### config.mk
export PLATFORM = sky130hd
export DESIGN_NAME = axi_tg_m
export DESIGN_NICKNAME = d
export VERILOG_FILES = /design/src/rtl/axi_tg_pkg.sv /design/src/rtl/axi_tg_pat_gen.sv /design/src/rtl/axi_tg_m.sv
export SDC_FILE = /design/constraint.sdc
export NUM_CORES = 1
export LEC_CHECK = 0
export ABC_CLOCK_PERIOD_IN_PS = 10700
export CAP_MARGIN = 5
export CORE_AREA = 2 2 210 212
export DETAILED_ROUTE_END_ITERATION = 8
export DIE_AREA = 0 0 212 214
export GPL_TIMING_DRIVEN = 1
export PLACE_DENSITY = 0.69
export SLEW_MARGIN = 20
export SYNTH_ARGS = -nofsm -noshare
export SYNTH_HDL_FRONTEND = slang
export SYNTH_SLANG_ARGS = --single-unit
### constraint.sdc
create_clock -name aclk -period 10.7 [get_ports aclk]
set_clock_uncertainty 0.2 [all_clocks]
set_input_delay 1.605 -clock aclk [delete_from_list [all_inputs] [get_ports aclk]]
set_output_delay 1.605 -clock aclk [all_outputs]
set_load 0.05 [all_outputs]
### src/rtl/axi_tg_pkg.sv
`default_nettype none
// +--------------------------------------------------------------------------+
// | axi_tg_pkg                                                               |
// | Shared types, AXI constants and data-pattern function for axi_tg_m.      |
// | Revision: 1.0                                                            |
// +--------------------------------------------------------------------------+
package axi_tg_pkg;

  typedef enum logic [2:0] {
    ST_IDLE = 3'd0,
    ST_AW   = 3'd1,
    ST_W    = 3'd2,
    ST_B    = 3'd3,
    ST_AR   = 3'd4,
    ST_R    = 3'd5,
    ST_NEXT = 3'd6,
    ST_DONE = 3'd7
  } state_e;

  localparam logic [1:0] AXI_BURST_INCR = 2'b01;
  localparam logic [1:0] AXI_RESP_OKAY  = 2'b00;

  // 32-bit pattern word for beat b of burst k; wraps modulo 2^32.
  function automatic logic [31:0] pat_word(input logic [31:0] seed,
                                           input logic [31:0] burst_idx,
                                           input logic [31:0] beat_idx,
                                           input logic [31:0] burst_len);
    return seed + burst_idx * burst_len + beat_idx;
  endfunction

endpackage
`default_nettype wire

### src/rtl/axi_tg_pat_gen.sv
`default_nettype none
// +--------------------------------------------------------------------------+
// | axi_tg_pat_gen                                                           |
// | Replicates the 32-bit pattern word across the full AXI data width.       |
// | Revision: 1.0                                                            |
// +--------------------------------------------------------------------------+
module axi_tg_pat_gen
  import axi_tg_pkg::*;
#(
  parameter int DATA_W    = 128,
  parameter int BURST_LEN = 16
) (
  input  logic [31:0]       seed,
  input  logic [31:0]       burst_idx,
  input  logic [31:0]       beat_idx,
  output logic [DATA_W-1:0] pattern
);

  logic [31:0] word;

  assign word = pat_word(seed, burst_idx, beat_idx, 32'(BURST_LEN));

  for (genvar i = 0; i < DATA_W / 32; i++) begin : g_rep
    assign pattern[i*32 +: 32] = word;
  end

endmodule
`default_nettype wire

### src/rtl/axi_tg_m.sv
`default_nettype none
// +--------------------------------------------------------------------------+
// | axi_tg_m                                                                 |
// | AXI4 write/read-back traffic generator. Define AXI_TG_CHECK_EN to add    |
// | the AR/R read-back and data comparison after every write burst.          |
// | Revision: 1.0                                                            |
// +--------------------------------------------------------------------------+
module axi_tg_m
  import axi_tg_pkg::*;
#(
  parameter int                DATA_W    = 128,
  parameter int                ADDR_W    = 64,
  parameter int                BURST_LEN = 16,
  parameter int                BURST_NUM = 8,
  parameter logic [ADDR_W-1:0] BASE_ADDR = '0
) (
  input  logic                  aclk,
  input  logic                  areset,
  input  logic                  start,
  input  logic                  loop,
  output logic                  busy,
  output logic                  done,
  output logic                  err,
  output logic [15:0]           err_cnt,
  output logic                  awvalid,
  input  logic                  awready,
  output logic [ADDR_W-1:0]     awaddr,
  output logic [7:0]            awlen,
  output logic [2:0]            awsize,
  output logic [1:0]            awburst,
  output logic [3:0]            awcache,
  output logic [1:0]            awid,
  output logic                  awlock,
  output logic [2:0]            awprot,
  output logic [3:0]            awqos,
  output logic [3:0]            awregion,
  output logic [17:0]           awuser,
  output logic                  wvalid,
  input  logic                  wready,
  output logic [DATA_W-1:0]     wdata,
  output logic [DATA_W/8-1:0]   wstrb,
  output logic                  wlast,
  input  logic                  bvalid,
  output logic                  bready,
  input  logic [1:0]            bresp,
  output logic                  arvalid,
  input  logic                  arready,
  output logic [ADDR_W-1:0]     araddr,
  output logic [7:0]            arlen,
  output logic [2:0]            arsize,
  output logic [1:0]            arburst,
  output logic [3:0]            arcache,
  output logic [1:0]            arid,
  output logic                  arlock,
  output logic [2:0]            arprot,
  output logic [3:0]            arqos,
  output logic [3:0]            arregion,
  output logic [17:0]           aruser,
  input  logic                  rvalid,
  output logic                  rready,
  input  logic [DATA_W-1:0]     rdata,
  input  logic [1:0]            rresp,
  input  logic                  rlast
);

  localparam int                STRB_W      = DATA_W / 8;
  localparam logic [2:0]        AXI_SIZE    = 3'($clog2(STRB_W));
  localparam logic [7:0]        AXI_LEN     = 8'(BURST_LEN - 1);
  localparam logic [ADDR_W-1:0] BURST_BYTES = ADDR_W'(BURST_LEN * STRB_W);
  localparam logic [31:0]       LAST_BEAT   = 32'(BURST_LEN - 1);
  localparam logic [31:0]       LAST_BURST  = 32'(BURST_NUM - 1);

  state_e              state_q, state_d;
  logic [31:0]         seed_q, seed_d;
  logic [31:0]         burst_q, burst_d;
  logic [31:0]         beat_q, beat_d;
  logic [ADDR_W-1:0]   addr_q, addr_d;
  logic                err_q, err_d;
  logic [15:0]         err_cnt_q, err_cnt_d;
  logic                err_inc;
  logic                beat_is_last;
  logic [DATA_W-1:0]   pattern;

  // One generator serves both directions: W and R never overlap in time.
  axi_tg_pat_gen #(
    .DATA_W    (DATA_W),
    .BURST_LEN (BURST_LEN)
  ) u_pat_gen (
    .seed      (seed_q),
    .burst_idx (burst_q),
    .beat_idx  (beat_q),
    .pattern   (pattern)
  );

  assign beat_is_last = (beat_q == LAST_BEAT);

  always_comb begin
    state_d   = state_q;
    seed_d    = seed_q;
    burst_d   = burst_q;
    beat_d    = beat_q;
    addr_d    = addr_q;
    err_inc   = 1'b0;
    case (state_q)
      ST_IDLE, ST_DONE: begin
        if (start) begin
          state_d = ST_AW;
          seed_d  = '0;
          burst_d = '0;
          beat_d  = '0;
          addr_d  = BASE_ADDR;
        end
      end
      ST_AW: begin
        if (awready) begin
          state_d = ST_W;
          beat_d  = '0;
        end
      end
      ST_W: begin
        if (wready) begin
          beat_d = beat_q + 32'd1;
          if (beat_is_last) state_d = ST_B;
        end
      end
      ST_B: begin
        if (bvalid) begin
          err_inc = (bresp != AXI_RESP_OKAY);
`ifdef AXI_TG_CHECK_EN
          state_d = ST_AR;
`else
          state_d = ST_NEXT;
`endif
        end
      end
`ifdef AXI_TG_CHECK_EN
      ST_AR: begin
        if (arready) begin
          state_d = ST_R;
          beat_d  = '0;
        end
      end
      ST_R: begin
        if (rvalid) begin
          beat_d = beat_q + 32'd1;
          // Overrun beats past the burst end carry no expected data or rlast error.
          err_inc = (rresp != AXI_RESP_OKAY)
                  || ((beat_q <= LAST_BEAT) && (rdata != pattern))
                  || (beat_is_last && !rlast)
                  || ((beat_q < LAST_BEAT) && rlast);
          if (rlast) state_d = ST_NEXT;
        end
      end
`endif
      ST_NEXT: begin
        if (burst_q != LAST_BURST) begin
          state_d = ST_AW;
          burst_d = burst_q + 32'd1;
          addr_d  = addr_q + BURST_BYTES;
        end else if (loop) begin
          state_d = ST_AW;
          seed_d  = seed_q + 32'd1;
          burst_d = '0;
          addr_d  = BASE_ADDR;
        end else begin
          state_d = ST_DONE;
        end
      end
      default: state_d = ST_IDLE;
    endcase

    err_d     = err_q | err_inc;
    err_cnt_d = err_cnt_q;
    if (err_inc && (err_cnt_q != 16'hFFFF)) err_cnt_d = err_cnt_q + 16'd1;
  end

  always_ff @(posedge aclk) begin
    if (areset) begin
      state_q   <= ST_IDLE;
      seed_q    <= '0;
      burst_q   <= '0;
      beat_q    <= '0;
      addr_q    <= BASE_ADDR;
      err_q     <= 1'b0;
      err_cnt_q <= '0;
    end else begin
      state_q   <= state_d;
      seed_q    <= seed_d;
      burst_q   <= burst_d;
      beat_q    <= beat_d;
      addr_q    <= addr_d;
      err_q     <= err_d;
      err_cnt_q <= err_cnt_d;
    end
  end

  assign busy    = (state_q != ST_IDLE) && (state_q != ST_DONE);
  assign done    = (state_q == ST_DONE);
  assign err     = err_q;
  assign err_cnt = err_cnt_q;

  assign awvalid  = (state_q == ST_AW);
  assign awaddr   = addr_q;
  assign awlen    = AXI_LEN;
  assign awsize   = AXI_SIZE;
  assign awburst  = AXI_BURST_INCR;
  assign awcache  = 4'b0011;
  assign awid     = 2'b00;
  assign awlock   = 1'b0;
  assign awprot   = 3'b000;
  assign awqos    = 4'b0000;
  assign awregion = 4'b0000;
  assign awuser   = '0;

  assign wvalid = (state_q == ST_W);
  assign wdata  = pattern;
  assign wstrb  = '1;
  assign wlast  = (state_q == ST_W) && beat_is_last;
  assign bready = (state_q == ST_B);

  assign arvalid  = (state_q == ST_AR);
  assign araddr   = addr_q;
  assign arlen    = AXI_LEN;
  assign arsize   = AXI_SIZE;
  assign arburst  = AXI_BURST_INCR;
  assign arcache  = 4'b0011;
  assign arid     = 2'b00;
  assign arlock   = 1'b0;
  assign arprot   = 3'b000;
  assign arqos    = 4'b0000;
  assign arregion = 4'b0000;
  assign aruser   = '0;
  assign rready   = (state_q == ST_R);

`ifndef AXI_TG_CHECK_EN
  logic unused_rd;
  assign unused_rd = ^{arready, rvalid, rdata, rresp, rlast};
`endif

endmodule
`default_nettype wire

==> results.md <==
- I/O Pins: roughly 540
- Yosys Warn Count: 0
- Max-Cap Viols: 0
- Total track usage: between 10% and 20%
- Max VDD drop: roughly 0.11 mV
- Total negative slack: 0 ns
- Vias: between 10000 and 15000
- Startpoint types: flip-flop
- CTS Sinks: between 150 and 200
- Share of layout cells above drive strength 1: ~4.7%
- DIE WIDTH: approximately 210 um
- H-tree lvl count: 4
- Die ar.: approximately 45000 um^2
- Number of global-route vias before repair: roughly 9500
- Slowest-stage cell, CP: clkdlybuf4s50_1
- Buffers on Ports: 273
- Worst reg2reg path startpoint: burst_q[1]
- Clk pin slew, worst setup/hold paths: roughly 0.060 ns
- Most frequent cells in the layout: clkdlybuf4s50_1, nor2_1, dfxtp_1
- DPL Wire Length: between 20000 and 25000 um
- WP data required: between 8 and 9 ns
- Peak Freq: around 0.15 GHz
- Minimum clock period after layout: 6.82 ns
- Final worst-path cycle share: 63.7%
- Vias per inst: about 4.6
- Largest stage delay, worst path: slightly below 0.9 ns
- WP data arrival: between 5 and 6 ns
- Register bit count reported by yosys: between 150 and 200
- Mapped Area: roughly 12000 um^2
- RSZ-0062 raised after global routing: no
- Wl on met1: between 10000 and 15000 um
- Crit path cell chain: fa_1 > ha_1 > a2111oi_0 > o21ai_0 > a221oi_1 > o21ai_1 > a31oi_1 > o41ai_1 > xor2_1 > clkdlybuf4s50_1
- Initial DRC Count: between 600 and 700
- Worst Setup SP: burst_q[3]
- Cts bufs inserted: 17
- Hold path start: err
- Mapped Cells: about 1500
- Outcome: finished clean
- Pre-Repair DR Iteration Count: 5
- Area Overhead vs Synth: 18.6%
- Initial Utilization: around 29%
- Top layer reached by signal wires: met4
- Post-route ant nets: 0
- Initial antenna violation count: 0
- Synth cell types: 75
- Post-CTS Setup Inserts: 0
- Worst-Skew Late Latency: about 0.44 ns
- Hold slack: 0.271 ns
- Fillers: 4375
- Commonest non-fill, non-tap cell in the layout: clkdlybuf4s50_1
- Clk root buf: clkbuf_16
- Asr flop ratio synth: 0%
- Post-CTS sizing: 0
- Final Instance Area: around 15000 um^2
- Core Region: between 40000 and 50000 um^2
- Seq/Total Area, Yosys: 27.6%
- Synth Flop Type: dfxtp_1
- Final setup violation count: 0
- Largest fanout on the critical path: 8
- Critical path class: reg -> out
- Metal2 WL: around 15000 um
- Routed WL: around 32000 um
- Pwr per Cell Area: 125 nW/um^2
- Hold Path Class: reg -> reg
- Cts-stage hold buffer count: 0
- CTS tree: built
- Largest delay share family, worst path: compound AO/OA/AOI/OAI gates
- Largest net degree at the start of global routing: 52
- Avg Inst Size Synth: just over 8 um^2
- Least-Margin Pin Slew: about 1 ns
- Post-route DRC: 0
- Nets: about 1800
- GRT overflow: 0
- EDFF count, synth: 0
- Ant. Diodes: 0
- Core Rows: 76
- Routability cong.: between 0.8 and 0.9
- Drt wl/cell: ~15 um
- Bufs and invs on worst path: 1
- Count of pins over their slew limit: 0
- Placement Cell Area: approximately 14000 um^2
- CTS max path bufs: 2
- CP Capture Type: output port
- Final hold vios: 0
- Length of routed met3 wiring: around 2400 um
- Die height: about 210 um
- First-pass GRT wire length: 50100 um
- Rel. slew slack: 33.1%
- Pleak: 0.00556 uW
[power breakdown]
group	switching, uW	internal [uW]	leakage [uW]
clock network	270	400	0.000299
logic	387	109	0.00387
registers	28.6	651	0.00139
total	686	1160	0.00556
[cell families after synthesis]
| kind of cell | share of synthesized area (%) |
|---|---|
| adders and majority gates | 8.42 |
| muxes | 0.492 |
| xor gates and xnor gates | 11.0 |
| other | 0.0603 |
| and+or+nand+nor | 23.1 |
| AOI/OAI and AO/OA | 9.70 |
| DFF | 27.6 |
| buffers and inverters | 19.7 |
[cell usage after synthesis (14+ instances only)]
| library cell | n | area, um^2 |
|---|---|---|
| o21ai_0 | 39 | 195 |
| or3_1 | 15 | 93.8 |
| nor4_1 | 19 | 119 |
| ha_1 | 39 | 488 |
| buf_2 | 15 | 75.1 |
| a21oi_1 | 57 | 285 |
| nor3_1 | 27 | 135 |
| fa_1 | 28 | 561 |
| xor2_1 | 95 | 832 |
| and2_1 | 14 | 87.6 |
| and3_1 | 24 | 150 |
| clkbuf_1 | 23 | 86.3 |
| and4_1 | 19 | 166 |
| nand4_1 | 55 | 344 |
| buf_4 | 283 | 2120 |
| nand3_1 | 71 | 355 |
| dfxtp_1 | 172 | 3440 |
| nor2_1 | 175 | 657 |
| inv_1 | 36 | 135 |
| nand2_1 | 88 | 330 |
| xnor2_1 | 61 | 534 |
[layout make-up]
type	count	area [um^2]	area share (%)
tap	585	732	4.95
sequential	172	3440	23.3
inverter	36	135	0.915
clock inverter	12	185	1.25
multi-input combinational	1094	7060	47.8
timing repair buffer	278	2770	18.7
clock buffer	20	447	3.02
[sequential cells by signal, summed over array words and instances, names as in the netlist]
name / count
state_q: 3
seed_q: 32
err_cnt: 16
beat_q: 32
err: 1
burst_q: 32
araddr: 56
[worst paths after layout]
path              slack, ns          to  cells past startpoint
hold reg to reg        0.27         err                      2
hold / removal         0.27         err                      2
setup / recovery       3.88   wdata[94]                     10
setup reg to reg       6.96  araddr[17]                      9
[through the flow]
stage | power, uW | std cells | util [%] | setup WS [ns]
after floorplan | 1120 | 1626 | - | 4.46
after global placement | 1190 | 2165 | 33.0 | 4.36
after detailed placement | 1190 | 2165 | 33.0 | 4.32
after CTS | 1860 | 2197 | 34.4 | 3.84
after global routing | 1920 | 2197 | 34.4 | 3.48
final | 1850 | 2197 | 34.4 | 3.88
[metal layers]
layer	vias up	global-route usage, %
met5	-	0
met4	0	3.71
met3	30	3.14
met2	428	22.6
met1	4818	18.0
li1	4935	-
[tightest hold or removal path, cell delays in order, from the launching register on]
cell and delay, ns:
dfxtp_1 0.32, nor2_1 0.05, nor2_1 0.07
Note: power is estimated with default switching activity, not from simulation.
